**src/rtl/qadd_pkg.sv**
```systemverilog
// Shared helpers for the lane-summing Q-format accumulator: width rules,
// a constant clog2 and the saturate/wrap reduction of the wide total.
package qadd_pkg;

  // Widest accumulator the saturation helper can handle.
  localparam int unsigned MaxW = 256;

  // Default geometry, matching the top-level parameter defaults.
  localparam int unsigned DefN     = 32;
  localparam int unsigned DefLanes = 4;
  localparam int unsigned DefGuard = 8;

  // Ceiling log2; clog2(1) == 0.
  function automatic int unsigned clog2(input int unsigned value);
    int unsigned r;
    longint unsigned v;
    r = 0;
    v = 1;
    while (v < longint'(value)) begin
      v = v << 1;
      r++;
    end
    return r;
  endfunction

  // Lane-sum width and accumulator width for a given geometry.
  function automatic int unsigned sum_w(input int unsigned n, input int unsigned lanes);
    return n + clog2(lanes);
  endfunction

  function automatic int unsigned acc_w(input int unsigned n, input int unsigned lanes,
                                        input int unsigned guard);
    return sum_w(n, lanes) + guard;
  endfunction

  localparam int unsigned SUM_W = sum_w(DefN, DefLanes);
  localparam int unsigned ACC_W = acc_w(DefN, DefLanes, DefGuard);

  typedef struct packed {
    logic [MaxW-1:0] value;
    logic            ovf;
  } sat_res_t;

  // Reduce a sign-extended wide value to n bits. ovf flags any value outside
  // the n-bit signed range; the caller keeps value[n-1:0], which is either the
  // clamped bound (sat=1) or the plain truncation (sat=0).
  function automatic sat_res_t sat_trunc(input logic signed [MaxW-1:0] value,
                                         input int unsigned n, input logic sat);
    logic signed [MaxW-1:0] max_v;
    logic signed [MaxW-1:0] min_v;
    sat_res_t               r;
    max_v   = (MaxW'(1) << (n - 1)) - MaxW'(1);
    min_v   = ~max_v;
    r.ovf   = (value > max_v) || (value < min_v);
    r.value = value;
    if (r.ovf && sat) begin
      r.value = (value > max_v) ? max_v : min_v;
    end
    return r;
  endfunction

endpackage

```
**src/rtl/qadd_tree.sv**
```systemverilog
// Combinational signed adder tree: LANES operands of N bits summed into a
// result wide enough that no partial sum can overflow.
module qadd_tree
  import qadd_pkg::*;
#(
  parameter int unsigned N     = 32,
  parameter int unsigned LANES = 4,
  localparam int unsigned SumW = N + clog2(LANES)
) (
  input  logic [LANES*N-1:0]   data_i,
  output logic signed [SumW-1:0] sum_o
);

  localparam int unsigned Levels = clog2(LANES);
  localparam int unsigned Pad    = 1 << Levels;

  logic signed [SumW-1:0] node [Pad];

  // Pairwise reduction; missing lanes of a non-power-of-two tree add zero.
  always_comb begin
    for (int k = 0; k < int'(Pad); k++) begin
      node[k] = '0;
    end
    for (int k = 0; k < int'(LANES); k++) begin
      node[k] = SumW'($signed(data_i[k*N +: N]));
    end
    for (int lvl = 0; lvl < int'(Levels); lvl++) begin
      for (int i = 0; i < int'(Pad >> (lvl + 1)); i++) begin
        node[i] = node[2*i] + node[2*i+1];
      end
    end
    sum_o = node[0];
  end

endmodule

```
**src/rtl/qadd_acc.sv**
```systemverilog
// Packet accumulator: each accepted beat adds its lane sum into a widened
// accumulator; the last beat (or the beat that hits MAXBEATS) produces one
// saturated or wrapped N-bit result behind a valid/ready output register.
module qadd_acc
  import qadd_pkg::*;
#(
  parameter int unsigned N        = DefN,
  parameter int unsigned Q        = 15,
  parameter int unsigned LANES    = DefLanes,
  parameter int unsigned GUARD    = DefGuard,
  parameter int unsigned MAXBEATS = 256,
  localparam int unsigned BeatW   = clog2(MAXBEATS + 1)
) (
  input  logic               clk_i,
  input  logic               rst_ni,
  input  logic               in_valid_i,
  output logic               in_ready_o,
  input  logic [LANES*N-1:0] in_data_i,
  input  logic               in_last_i,
  input  logic               sat_en_i,
  input  logic               clear_i,
  output logic               out_valid_o,
  input  logic               out_ready_i,
  output logic [N-1:0]       out_data_o,
  output logic               out_ovf_o,
  output logic [BeatW-1:0]   out_beats_o
);

  localparam int unsigned SumW = sum_w(N, LANES);
  localparam int unsigned AccW = acc_w(N, LANES, GUARD);

  // Q only documents the number format; a nonsensical geometry stops elaboration.
  if (AccW > MaxW || LANES < 1 || MAXBEATS < 1 || Q >= N) begin : g_bad_params
    $error("qadd_acc: unsupported parameter combination");
  end

  logic signed [AccW-1:0] acc_q, acc_d;
  logic [BeatW-1:0]       beat_cnt_q, beat_cnt_d;
  logic                   out_valid_q, out_valid_d;
  logic [N-1:0]           out_data_q, out_data_d;
  logic                   out_ovf_q, out_ovf_d;
  logic [BeatW-1:0]       out_beats_q, out_beats_d;

  logic signed [SumW-1:0] lane_sum;
  logic signed [AccW-1:0] total;
  logic                   accept;
  logic                   is_last;
  sat_res_t               res;
  logic                   unused_res_hi;

  qadd_tree #(
    .N     (N),
    .LANES (LANES)
  ) u_tree (
    .data_i (in_data_i),
    .sum_o  (lane_sum)
  );

  // The output slot frees up in the same cycle it is consumed; clear blocks intake.
  assign in_ready_o = (!out_valid_q || out_ready_i) && !clear_i;
  assign accept     = in_valid_i && in_ready_o;
  assign is_last    = in_last_i || (beat_cnt_q == BeatW'(MAXBEATS - 1));
  assign total      = acc_q + AccW'(lane_sum);

  assign res           = sat_trunc(MaxW'(total), N, sat_en_i);
  assign unused_res_hi = ^res.value[MaxW-1:N];

  // Accumulator and beat counter: restart after a last beat, abort on clear.
  always_comb begin
    acc_d      = acc_q;
    beat_cnt_d = beat_cnt_q;
    if (clear_i) begin
      acc_d      = '0;
      beat_cnt_d = '0;
    end else if (accept) begin
      if (is_last) begin
        acc_d      = '0;
        beat_cnt_d = '0;
      end else begin
        acc_d      = total;
        beat_cnt_d = beat_cnt_q + BeatW'(1);
      end
    end
  end

  // Output register: load on a last beat, otherwise drop valid on handshake and hold data.
  always_comb begin
    out_valid_d = out_valid_q;
    out_data_d  = out_data_q;
    out_ovf_d   = out_ovf_q;
    out_beats_d = out_beats_q;
    if (accept && is_last) begin
      out_valid_d = 1'b1;
      out_data_d  = res.value[N-1:0];
      out_ovf_d   = res.ovf;
      out_beats_d = beat_cnt_q + BeatW'(1);
    end else if (out_ready_i) begin
      out_valid_d = 1'b0;
    end
  end

  // State registers; reset drops any partial packet and pending result.
  always_ff @(posedge clk_i or negedge rst_ni) begin
    if (!rst_ni) begin
      acc_q       <= '0;
      beat_cnt_q  <= '0;
      out_valid_q <= 1'b0;
      out_data_q  <= '0;
      out_ovf_q   <= 1'b0;
      out_beats_q <= '0;
    end else begin
      acc_q       <= acc_d;
      beat_cnt_q  <= beat_cnt_d;
      out_valid_q <= out_valid_d;
      out_data_q  <= out_data_d;
      out_ovf_q   <= out_ovf_d;
      out_beats_q <= out_beats_d;
    end
  end

  assign out_valid_o = out_valid_q;
  assign out_data_o  = out_data_q;
  assign out_ovf_o   = out_ovf_q;
  assign out_beats_o = out_beats_q;

endmodule

```
**config.mk**
```make
export PLATFORM = sky130hd
export DESIGN_NAME = qadd_acc
export DESIGN_NICKNAME = d
export VERILOG_FILES = /design/src/rtl/qadd_pkg.sv /design/src/rtl/qadd_tree.sv /design/src/rtl/qadd_acc.sv
export SDC_FILE = /design/constraint.sdc
export NUM_CORES = 1
export LEC_CHECK = 0
export CAP_MARGIN = 20
export CORE_UTILIZATION = 60
export CTS_BUF_LIST = sky130_fd_sc_hd__clkbuf_2
export DETAILED_ROUTE_END_ITERATION = 8
export PLACE_DENSITY_LB_ADDON = 0.25
export SLEW_MARGIN = 20
export SYNTH_ARGS = -nofsm -noshare
export SYNTH_HDL_FRONTEND = slang
export SYNTH_HIERARCHICAL = 1
export SYNTH_SLANG_ARGS = --single-unit
```
**constraint.sdc**
```tcl
create_clock -name clk_i -period 5.55 [get_ports clk_i]
set_input_delay 0.555 -clock clk_i [delete_from_list [all_inputs] [get_ports clk_i]]
set_output_delay 0.555 -clock clk_i [all_outputs]
set_load 0.005 [all_outputs]
```
==> flow_metrics.py, run 1 <==
metrics = {
    "yosys": {
        "yosys.cell_types.count": 76,
        "synth_warnings": 6,
        "synth_seq_cells": 94,
        "synthesis.area_mm2": 0.0101,
        "seq_area_frac_synth": 0.233,
        "synthCells": 1173,
        "synth.net_count": 1450,
        "synth_area_per_cell_um2": 8.61,
        "synth_flop_cell": "dfrtp_1",
        "synth_edf_count": 0,
        "ys_async_sr_fraction": 1.00,
    },
    "global_routing": {
        "grt-ovfl-total": 25,
        "grt_max_degree": 83,
        "grt_usage": 0.774,
    },
    "clocking": {
        "cts_max_level": 3,
        "clock_path_buffers": 2,
        "root_buffer": "clkbuf_2",
        "cts_made_buffers": 9,
        "numClockSinks": 94,
    },
    "placed_design": {
        "place_inst": 1774,
        "gp_congestion": 0.951,
        "io_buffers": 178,
        "place_hpwl_um": 26100,
    },
    "timing": {
        "endpoint_type": "register data pin",
        "crit_endpoint": "out_data_o[27]$_DFFE_PN0P_/D",
    },
    "outcome": {
        "error": "[ERROR GRT-0232] Routing congestion too high. Check the congestion heatmap in the GUI.",
        "status": "aborted with a tool error",
        "haltStage": "global routing",
    },
    "floorplanning": {
        "die_h_um": 132,
        "io_pins": 179,
        "initial_core_util": 0.611,
        "die_w_um": 132,
        "rows": 47,
    },
}
logic make-up after synthesis:
group                      synth area share
buffers and inverters                0.0935
DFF                                   0.233
xor gates and xnor gates             0.0633
muxes                               0.00211
adders and majority gates             0.225
AOI/OAI and AO/OA                     0.256
and+or+nand+nor                       0.127
metrics by stage:
stage                      util  hold WS (ns)  area [um2]  setup slack (ns)
after floorplan               -         0.259       10400            -0.202
after detailed placement  0.856         0.413       14100             -1.26
after global placement    0.856         0.408       14100             -1.05
after CTS                 0.915         0.281       15100            -0.250
timing repair:
action	in CTS
hold buffers	1
buffers inserted	37
endpoints found under the setup margin	35
hold endpoints to repair	12
gates cloned	3
resized for setup	150
pin swaps	68
metal layers:
layer  track usage  overflow
met4         0.842        14
met1         0.768         1
met3         0.598         0
met2         0.949        10
met5         0.161         0
cell usage after synthesis (all sizes together), types with 21 or more instances:
library cell,number,share of area
o22a,31,0.027
xnor2,47,0.041
dfrtp,94,0.23
nor2,56,0.021
o21a,43,0.032
nand3,22,0.011
o21ai,68,0.034
fa,66,0.13
inv,183,0.068
nand2,97,0.036
xor2,26,0.023
nand4,21,0.013
ha,76,0.094
clkbuf,29,0.011
a22o,38,0.033
a21oi,89,0.044
==> inputs of run 2 (changes only) <==
--- a/config.mk
+++ b/config.mk
@@ -6,10 +6,9 @@
 export NUM_CORES = 1
 export LEC_CHECK = 0
 export CAP_MARGIN = 20
-export CORE_UTILIZATION = 60
-export CTS_BUF_LIST = sky130_fd_sc_hd__clkbuf_2
+export CORE_UTILIZATION = 40
 export DETAILED_ROUTE_END_ITERATION = 8
-export PLACE_DENSITY_LB_ADDON = 0.25
+export PLACE_DENSITY_LB_ADDON = 0.15
 export SLEW_MARGIN = 20
 export SYNTH_ARGS = -nofsm -noshare
 export SYNTH_HDL_FRONTEND = slang
==> flow_metrics.py, run 2 <==
metrics = {
    "outcome": {
        "status": "complete, but fails checks",
        "violations": "setup timing",
    },
    "timing": {
        "fmax_mhz": 165,
        "rsz0062_at_grt": "yes",
        "skew_ns": 0.0125,
        "finalSetupViolCount": 33,
        "finalHoldViolations": 0,
        "hold_ws_ns": 0.100,
        "relSlewSlack": 0.399,
        "worstMarginPinSlew_ns": 0.902,
        "period_needed_ns": 6.05,
        "fin_crit_sh": 1.09,
        "fin_ws_ns": -0.498,
        "drv_slew": 0,
    },
    "pwr": {
        "irDropWorstVdd_mv": 0.290,
        "switching_share": 0.444,
        "seqPwrFrac": 0.110,
        "netSwitchingPower_mw": 4.43,
        "pwr-share-comb": 0.823,
        "powerDensity_mw_per_mm2": 632,
        "power_frac_clock": 0.067,
        "p_int_mw": 5.56,
        "p_leak_nw": 7.60,
    },
    "yosys": {
        "synth_flop_cell": "dfrtp_1",
        "synth_edf_count": 0,
        "synth.net_count": 1450,
        "yosys.cell_types.count": 76,
        "ys_async_sr_fraction": 1.00,
        "synth_warnings": 6,
        "synthesis.area_mm2": 0.0101,
        "synth_area_per_cell_um2": 8.61,
        "synth_top_area_share": 0.233,
        "yosysMostFrequentCell": "inv_1",
        "synth_seq_cells": 94,
        "yosysTopAreaCell": "dfrtp_1",
        "seq_area_frac_synth": 0.233,
        "synthCells": 1173,
        "synthTopCellsByArea": "dfrtp_1 (23%), fa_1 (13%), ha_1 (9.4%)",
        "synthTopCellsByCount": "inv_1 (183), nand2_1 (97), dfrtp_1 (94)",
    },
    "route": {
        "ant_nets": 0,
        "first_pass_iters": 5,
        "drc": 0,
        "vias": 10129,
        "routed_wl_um": 29800,
        "routedWlPerCell_um": 15.1,
        "vias_per_cell": 5.14,
        "drt_iter0_markers": 515,
    },
    "clocking": {
        "numClockSinks": 94,
        "clkLatencyLatePin_ns": 0.36,
        "cts_tree": "yes",
        "root_buffer": "clkbuf_16",
        "clk_pin_slew_ns": 0.08,
        "cts_max_level": 3,
        "ctsHoldBuffers": 0,
        "clock_path_buffers": 2,
        "cts_made_buffers": 9,
    },
    "floorplanning": {
        "core_area_mm2": 0.0245,
        "die_w_um": 161,
        "initial_core_util": 0.412,
        "die_h_um": 161,
        "rows": 57,
        "die_area_mm2": 0.0259,
        "io_pins": 179,
    },
    "global_routing": {
        "grt.busiest_layer": "met2",
        "grt_usage": 0.233,
        "grt_antenna_before_repair": 0,
        "grt-ovfl-total": 0,
        "use_met1": 0.309,
        "met3_usage": 0.0230,
        "met2_usage": 0.408,
        "grt_max_degree": 75,
        "grt_pass1_wl_um": 48800,
        "first_global_vias": 10271,
    },
    "final_layout": {
        "final_cell_mix": "buf_4 (296), inv_1 (146), clkdlybuf4s50_1 (104)",
        "antenna_cells": 0,
        "final_layout_size_suffix_gt1_frac": 0.335,
        "regMostFlops": "acc_q",
        "fin_nets": 1919,
        "largest_reg_flops": 42,
        "layout_commonest_cell": "buf_4",
        "syn_to_final_growth_pct": 56.6,
    },
    "worst_hold_path": {
        "hp-class": "input pin to asynchronous set/reset pin",
    },
    "setup_path": {
        "regToRegSetupSlack_ns": 1.60,
        "arrival_ns": 6.29,
        "r2r_cells": 15,
        "r2r-start": "acc_q[0]",
        "reg2reg_to": "out_data_o[29]",
        "critPathMaxFanout": 15,
        "criticalPathCategory": "input pin to register",
        "startpoint_type": "input pin",
        "critPathCaptureType": "register",
        "cp.required_ns": 5.79,
    },
    "job": {
        "maxCapViolCount": 0,
    },
    "placed_design": {
        "io_buffers": 178,
        "place_ws_ns": -1.30,
        "place_hpwl_um": 22900,
        "gp_congestion": 0.916,
    },
}
## run 2: cell counts after synthesis
No cell type changed its count.
## run 2: critical path, stage by stage
cell and delay [ns]:
clkdlybuf4s50_1 0.47, inv_2 0.05, fa_2 0.46, fa_1 0.50, inv_2 0.04, ha_4 0.14
buf_4 0.13, a211oi_2 0.22, nor2_2 0.09, buf_6 0.14, a21oi_4 0.18, o22ai_2 0.10
a31oi_1 0.20, xnor2_1 0.20, ha_1 0.33, a21oi_2 0.19, o21a_1 0.17, nor3_2 0.05
a211o_2 0.36, o21a_4 0.22, o211ai_1 0.29, buf_4 0.17, nand4_1 0.11, nor3_4 0.20
a41oi_4 0.17, buf_12 0.18, buf_16 0.14, o22a_1 0.19
## run 2: through the flow
step	utilization	power (mW)	TNS (ns)	cells	area [um2]
floorplan	-	5.04	-5.71	1173	10400
global placement	0.586	8.23	-49.27	1895	14400
detailed placement	0.586	8.28	-52.57	1895	14400
CTS	0.638	9.71	-15.00	1967	15600
global route	0.645	10.7	-24.69	1971	15800
finish	0.645	9.99	-15.69	1971	15800
## run 2: worst max path at each step
stage             startpoint        endpoint  slack [ns]  cells past startpoint
4_1_cts         in_data_i[3]   out_data_o[5]       -0.48                     25
3_5_place_dp    in_data_i[3]  out_data_o[15]       -1.30                     24
3_3_place_gp    in_data_i[1]   out_data_o[2]       -1.22                     25
5_1_grt        in_data_i[65]  out_data_o[26]       -0.78                     27
2_1_floorplan   in_data_i[3]  out_data_o[31]       -0.20                     23
6_report       in_data_i[72]  out_data_o[29]       -0.50                     28
## run 2: cell type report
cell class | count | area, um2
Clock buffer | 9 | 225
Clock inverter | 7 | 87.6
Fill cell | 2162 | 8720
Inverter | 183 | 694
Multi-Input combinational cell | 848 | 7690
Sequential cell | 94 | 2350
Tap cell | 324 | 405
Timing Repair Buffer | 506 | 4360
## run 2: logic make-up (layout without fill, tap and decap cells)
kind of cell / after synthesis / in the layout / synth area share
mux: 2 / 2 / 0.00211
flops: 94 / 94 / 0.233
compound gates: 369 / 369 / 0.256
simple gates: 262 / 262 / 0.127
buf+inv: 231 / 705 / 0.0935
xor+xnor: 73 / 73 / 0.0633
fa+ha+maj: 142 / 142 / 0.225
## run 2: timing repair
item | CTS | global route
gates cloned | 5 | 1
setup buffers | 52 | 5
setup endpoints to repair | 49 | 40
pin swaps | 148 | 19
resized for setup | 257 | 28
## run 2: per-layer routing
layer / wire length [um] / part of all wire
met4: 513 / 0.017
met3: 1180 / 0.039
met5: 0 / 0
met2: 14400 / 0.48
met1: 13700 / 0.46
## run 2: power by group through the flow
stage          clock, mW  combinational, mW  sequential, mW
3_3_place_gp           0               7.14            1.10
5_1_grt            0.703               8.92            1.12
2_1_floorplan          0               3.99            1.05
6_report           0.668               8.23            1.10
4_1_cts            0.670               7.95            1.09
3_5_place_dp           0               7.18            1.10
Power figures use the tool's default switching activity.
==> inputs of run 3 (changes only) <==
--- a/config.mk
+++ b/config.mk
@@ -8,9 +8,9 @@
 export CAP_MARGIN = 20
 export CORE_UTILIZATION = 40
 export DETAILED_ROUTE_END_ITERATION = 8
-export PLACE_DENSITY_LB_ADDON = 0.15
+export PLACE_DENSITY = 0.63
 export SLEW_MARGIN = 20
 export SYNTH_ARGS = -nofsm -noshare
 export SYNTH_HDL_FRONTEND = slang
-export SYNTH_HIERARCHICAL = 1
 export SYNTH_SLANG_ARGS = --single-unit
+export TNS_END_PERCENT = 100
==> flow_metrics.py, run 3 <==
metrics = {
    "outcome": {
        "status": "finished clean",
    },
    "clocking": {
        "clkLatencyLatePin_ns": 0.37,
        "cts_tree": "yes",
        "cts_max_level": 3,
        "numClockSinks": 94,
        "cts_made_buffers": 9,
        "clock_path_buffers": 2,
        "clk_pin_slew_ns": 0.07,
        "root_buffer": "clkbuf_16",
    },
    "yosys": {
        "synthTopCellsByArea": "dfrtp_1 (25%), fa_1 (22%), inv_1 (12%)",
        "synthXorXnorAreaFrac": 0.0417,
        "synth_top_area_share": 0.250,
        "synth_top_family_by_area": "adder cells",
        "synth_fa_ha_area_frac": 0.283,
        "synth_seq_cells": 94,
        "synth_edf_count": 0,
        "synth_simple_gate_area_frac": 0.108,
        "yosysMostFrequentCell": "inv_1",
        "synthesis.area_mm2": 0.00942,
        "synth_compound_area_frac": 0.171,
        "synth_warnings": 0,
        "synth_area_per_cell_um2": 8.50,
        "synthTopCellsByCount": "inv_1 (308), fa_1 (105), nand2_1 (99)",
        "ys_async_sr_fraction": 1.00,
        "seq_area_frac_synth": 0.250,
        "yosys.cell_types.count": 69,
        "synthMuxAreaShare": 0.00106,
        "synthCells": 1109,
        "synth.net_count": 1394,
        "yosysTopAreaCell": "dfrtp_1",
        "synth_flop_cell": "dfrtp_1",
    },
    "final_layout": {
        "fill_cells": 2014,
        "fin_nets": 1683,
        "antenna_cells": 0,
        "final_cell_mix": "inv_1 (280), clkdlybuf4s50_1 (165), buf_4 (123)",
        "largest_reg_flops": 42,
        "final_layout_size_suffix_gt1_frac": 0.222,
        "layout_commonest_cell": "inv_1",
        "regMostFlops": "acc_q",
        "syn_to_final_growth_pct": 45.6,
    },
    "setup_path": {
        "cp_common_cell": "inv_1",
        "critPathMaxFanout": 6,
        "worst-path-buf-inv": 9,
        "slowest_stage": "or4b_4",
        "path_cells": "clkdlybuf4s50_1 -> inv_1 -> fa_1 -> inv_1 -> fa_1 -> inv_1 -> fa_1 -> inv_1 -> ha_2 -> nand2_2 -> buf_4 -> nor2_4 -> buf_4 -> nand2_1 -> o21ai_4 -> a31oi_2 -> xnor2_2 -> nor4_2 -> or4b_4 -> o21bai_4 -> buf_12 -> clkbuf_16 -> a211oi_2",
        "startpoint_type": "input pin",
        "critPathCaptureType": "register",
        "criticalPathCategory": "input pin to register",
        "cp.required_ns": 5.79,
        "slowest_delay_ns": 0.53,
        "path_delay_family": "adder cells",
        "arrival_ns": 5.68,
    },
    "global_routing": {
        "met3_usage": 0.0309,
        "grt_antenna_before_repair": 0,
        "grt.busiest_layer": "met2",
        "first_global_vias": 8229,
        "grt_max_degree": 60,
        "grt_pass1_wl_um": 39400,
        "grt-ovfl-total": 0,
        "grt_usage": 0.204,
        "met2_usage": 0.341,
        "use_met1": 0.279,
    },
    "pwr": {
        "powerDensity_mw_per_mm2": 714,
        "irDropWorstVdd_mv": 0.299,
        "switching_share": 0.478,
        "finalPower_mw": 9.80,
        "netSwitchingPower_mw": 4.68,
        "seqPwrFrac": 0.114,
        "power_frac_clock": 0.065,
        "pwr-share-comb": 0.821,
        "p_leak_nw": 6.69,
        "p_int_mw": 5.12,
    },
    "placed_design": {
        "place_ws_ns": -0.454,
        "io_buffers": 178,
        "gp_congestion": 0.896,
        "place_hpwl_um": 18700,
    },
    "timing": {
        "period_needed_ns": 5.44,
        "worstMarginPinSlew_ns": 0.770,
        "skew_ns": 0.00760,
        "relSlewSlack": 0.487,
        "fmax_mhz": 184,
        "finalSetupViolCount": 0,
        "finalHoldViolations": 0,
        "drv_slew": 0,
        "fin_ws_ns": 0.107,
        "fin_crit_sh": 0.981,
    },
    "route": {
        "routed_wl_um": 25200,
        "ant_nets": 0,
        "first_pass_iters": 5,
        "vias": 8385,
        "routedWlPerCell_um": 14.7,
        "drt_iter0_markers": 418,
        "drc": 0,
        "vias_per_cell": 4.89,
    },
    "floorplanning": {
        "initial_core_util": 0.412,
        "die_h_um": 155,
        "core_area_mm2": 0.0228,
        "die_w_um": 155,
        "die_area_mm2": 0.0242,
        "rows": 55,
        "io_pins": 179,
    },
    "worst_hold_path": {
        "hp-class": "input pin to asynchronous set/reset pin",
    },
    "job": {
        "maxCapViolCount": 0,
    },
}
[run 3: cell types whose count changed after synthesis, moves of 10 or more]
cell and change:
a211oi_1 +22, a21oi_1 -41, a22o_1 -30, fa_1 +39, ha_1 -31, inv_1 +125
nand4_1 -11, o21a_1 -36, o21ai_0 +10, o22a_1 -31, xnor2_1 -21
[run 3: final cells by class]
type / count / area, um2 / share of cell area
inverters: 308 / 1160 / 0.0842
multi-input cells: 667 / 6520 / 0.475
well taps: 313 / 392 / 0.0285
clock buffers: 9 / 225 / 0.0164
repair buffers: 318 / 3010 / 0.219
flip-flops and latches: 94 / 2350 / 0.171
clock inverters: 7 / 76.3 / 0.00556
[run 3: kinds of logic after synthesis]
group / count (synthesis)
compound gates: 241
xor+xnor: 44
fa+ha+maj: 150
buf+inv: 348
flops: 94
mux: 1
simple gates: 231
[run 3: power groups by stage]
stage	logic (mW)	clock network (mW)	registers [mW]
after floorplan	3.80	0	1.09
after global routing	8.78	0.671	1.15
final	8.04	0.641	1.11
after CTS	6.61	0.657	1.12
after detailed placement	6.53	0	1.13
after global placement	6.50	0	1.13
[run 3: per-layer routing]
| metal | vias to the layer above | share of wire |
|---|---|---|
| met5 | - | 0 |
| met4 | 0 | 0.011 |
| met3 | 22 | 0.048 |
| met2 | 222 | 0.48 |
| met1 | 4078 | 0.46 |
| li1 | 4063 | - |
[run 3: through the flow]
stage | hold WS (ns) | cells | setup TNS (ns) | utilization | instance area (um2)
floorplan | 0.259 | 1109 | 0 | - | 9420
global placement | 0.460 | 1683 | -9.45 | 0.541 | 12400
detailed placement | 0.466 | 1683 | -14.15 | 0.541 | 12400
CTS | 0.172 | 1700 | 0 | 0.555 | 12700
global route | 0.196 | 1716 | -1.28 | 0.601 | 13700
finish | 0.160 | 1716 | 0 | 0.601 | 13700
[run 3: path summary, 6_finish.rpt]
check | start | end | slack [ns] | depth (start not counted)
max | in_data_i[12] | out_data_o[13] | 0.11 | 23
min | rst_ni | acc_q[5] | 0.16 | 1
max reg2reg | acc_q[1] | out_data_o[8] | 1.27 | 21
min reg2reg | acc_q[7] | acc_q[7] | 0.48 | 2
max in group asynchronous | rst_ni | out_data_o[25] | 4.21 | 2
min in group clk_i | acc_q[7] | acc_q[7] | 0.48 | 2
[run 3: timing repair]
item / 4_1_cts / 5_1_grt
endpoints found under the setup margin: 31 / 33
cloned: 0 / 6
hold buffers: 0 / 0
pin swaps: 1 / 77
buffers inserted: 1 / 13
resized for setup: 3 / 179
==> inputs of run 4 (changes only) <==
--- a/config.mk
+++ b/config.mk
@@ -6,6 +6,7 @@
 export NUM_CORES = 1
 export LEC_CHECK = 0
 export CAP_MARGIN = 20
+export CORE_MARGIN = 4
 export CORE_UTILIZATION = 40
 export DETAILED_ROUTE_END_ITERATION = 8
 export PLACE_DENSITY = 0.63
==> flow_metrics.py, run 4 (synthesis results as in run 3) <==
metrics = {
    "global_routing": {
        "grt_max_degree": 57,
        "grt_usage": 0.184,
        "grt_antenna_before_repair": 0,
        "first_global_vias": 8347,
        "grt_pass1_wl_um": 39600,
        "grt-ovfl-total": 0,
    },
    "floorplanning": {
        "die_area_mm2": 0.0261,
        "rows": 55,
        "initial_core_util": 0.411,
        "die_w_um": 161,
        "io_pins": 179,
        "die_h_um": 161,
        "core_area_mm2": 0.0229,
    },
    "final_layout": {
        "largest_reg_flops": 42,
        "fill_cells": 2085,
        "syn_to_final_growth_pct": 42.7,
        "final_cell_mix": "inv_1 (295), clkdlybuf4s50_1 (174), buf_4 (130)",
        "final_layout_size_suffix_gt1_frac": 0.197,
        "antenna_cells": 0,
        "regMostFlops": "acc_q",
        "fin_nets": 1683,
        "layoutNonFillerInstCount": 1716,
        "finalInstanceArea_mm2": 0.0134,
        "layout_commonest_cell": "inv_1",
    },
    "clocking": {
        "numClockSinks": 94,
        "cts_max_level": 3,
        "clock_path_buffers": 2,
        "clk_pin_slew_ns": 0.07,
        "cts_tree": "yes",
        "cts_made_buffers": 9,
        "clkLatencyLatePin_ns": 0.37,
        "root_buffer": "clkbuf_16",
    },
    "timing": {
        "finalSetupViolCount": 0,
        "worstMarginPinSlew_ns": 1.14,
        "drv_slew": 0,
        "fin_crit_sh": 0.989,
        "period_needed_ns": 5.49,
        "skew_ns": 0.0121,
        "fmax_mhz": 182,
        "relSlewSlack": 0.235,
        "finalHoldViolations": 0,
    },
    "route": {
        "first_pass_iters": 5,
        "routed-wl-met3_um": 1240,
        "vias_per_cell": 4.84,
        "drt_iter0_markers": 430,
        "met2_length_um": 11800,
        "wl_met1_um": 11600,
        "drc": 0,
        "top_layer": "met4",
        "vias": 8298,
        "ant_nets": 0,
        "routed_wl_um": 25000,
        "routedWlPerCell_um": 14.6,
    },
    "setup_path": {
        "slowest_delay_ns": 0.56,
        "criticalPathCategory": "input pin to register",
        "critPathCaptureType": "register",
        "critPathMaxFanout": 6,
        "startpoint_type": "input pin",
        "arrival_ns": 5.72,
        "cp.required_ns": 5.78,
        "path_cells": "clkdlybuf4s50_1 -> inv_1 -> fa_1 -> inv_1 -> fa_1 -> inv_1 -> fa_1 -> inv_2 -> ha_4 -> a211oi_1 -> o21ai_2 -> or3b_4 -> a2111oi_4 -> o221a_2 -> a211o_4 -> xor2_2 -> or4b_4 -> o21bai_4 -> buf_12 -> clkbuf_16 -> a211oi_1",
        "slowest_stage": "or4b_4",
    },
    "pwr": {
        "p_leak_nw": 6.57,
        "finalPower_mw": 9.35,
        "irDropWorstVdd_mv": 0.296,
        "powerDensity_mw_per_mm2": 696,
    },
    "job": {
        "maxCapViolCount": 0,
    },
    "placed_design": {
        "dpl-instance-area_mm2": 0.0123,
        "place_hpwl_um": 19300,
        "place_inst": 1683,
        "gp_congestion": 0.867,
        "io_buffers": 178,
    },
    "outcome": {
        "status": "finished clean",
    },
    "worst_hold_path": {
        "hp-class": "input pin to asynchronous set/reset pin",
    },
}
-- run 4: cell types whose count changed in the layout (fill, tap and decap cells not counted), moves of 8 or more --
cell             delta
dlymetal6s2s_1      -9
inv_1              +15
buf_6               -8
inv_2              -15
clkdlybuf4s50_1     +9
-- run 4: final timing paths --
kind / start / end / slack, ns / cells after the start
setup / recovery: in_data_i[66] / out_data_o[13] / 0.06 / 21
hold / removal: rst_ni / acc_q[5] / 0.18 / 1
setup reg to reg: acc_q[3] / out_data_o[13] / 1.37 / 16
hold reg to reg: out_beats_o[3] / out_beats_o[3] / 0.48 / 2
max in group asynchronous: rst_ni / out_data_o[1] / 4.20 / 2
min in group clk_i: out_beats_o[3] / out_beats_o[3] / 0.48 / 2
-- run 4: cell type report --
cell class                 count  area (um2)  area share
clock buffer                   9         225      0.0167
inverter                     308        1160      0.0860
clock inverter                 7        63.8     0.00474
multi-input combinational    667        6300       0.469
tap                          313         392      0.0291
sequential                    94        2350       0.175
timing repair buffer         318        2960       0.220
-- run 4: where the power goes --
part | leakage (nW) | internal, mW | total [mW] | switching (mW)
Sequential | 1.21 | 0.943 | 1.11 | 0.172
Clock | 0.137 | 0.315 | 0.621 | 0.306
Combinational | 5.23 | 3.67 | 7.62 | 3.95
-- run 4: per-layer routing --
metal | vias up | GRT usage
li1 | 4070 | -
met1 | 4009 | 0.253
met2 | 193 | 0.305
met3 | 26 | 0.0311
met4 | 0 | 0.0442
met5 | - | 0
-- run 4: through the flow --
step           setup slack, ns  TNS [ns]  hold slack [ns]  utilization
2_1_floorplan            0.196         0            0.259            -
3_3_place_gp            -0.286     -8.53            0.461        0.539
3_5_place_dp            -0.363    -11.15            0.470        0.539
4_1_cts                0.00935         0            0.194        0.551
5_1_grt                -0.0666     -1.65            0.222        0.587
6_report                0.0587         0            0.184        0.587
-- run 4: worst max-delay path: cells and delay by family --
| kind | cells | cell delay [ns] |
|---|---|---|
| AND/OR/NAND/NOR | 2 | 0.99 |
| adder cells (fa/ha/maj) | 4 | 1.79 |
| AO/OA/AOI/OAI | 7 | 1.31 |
| XOR/XNOR | 1 | 0.07 |
| buffers and inverters | 7 | 0.99 |
-- run 4: what timing repair did --
| action | 4_1_cts | 5_1_grt |
|---|---|---|
| setup endpoints to repair | 0 | 33 |
| resized for setup | 0 | 128 |
| hold buffers | 0 | 0 |
| setup buffers | 0 | 13 |
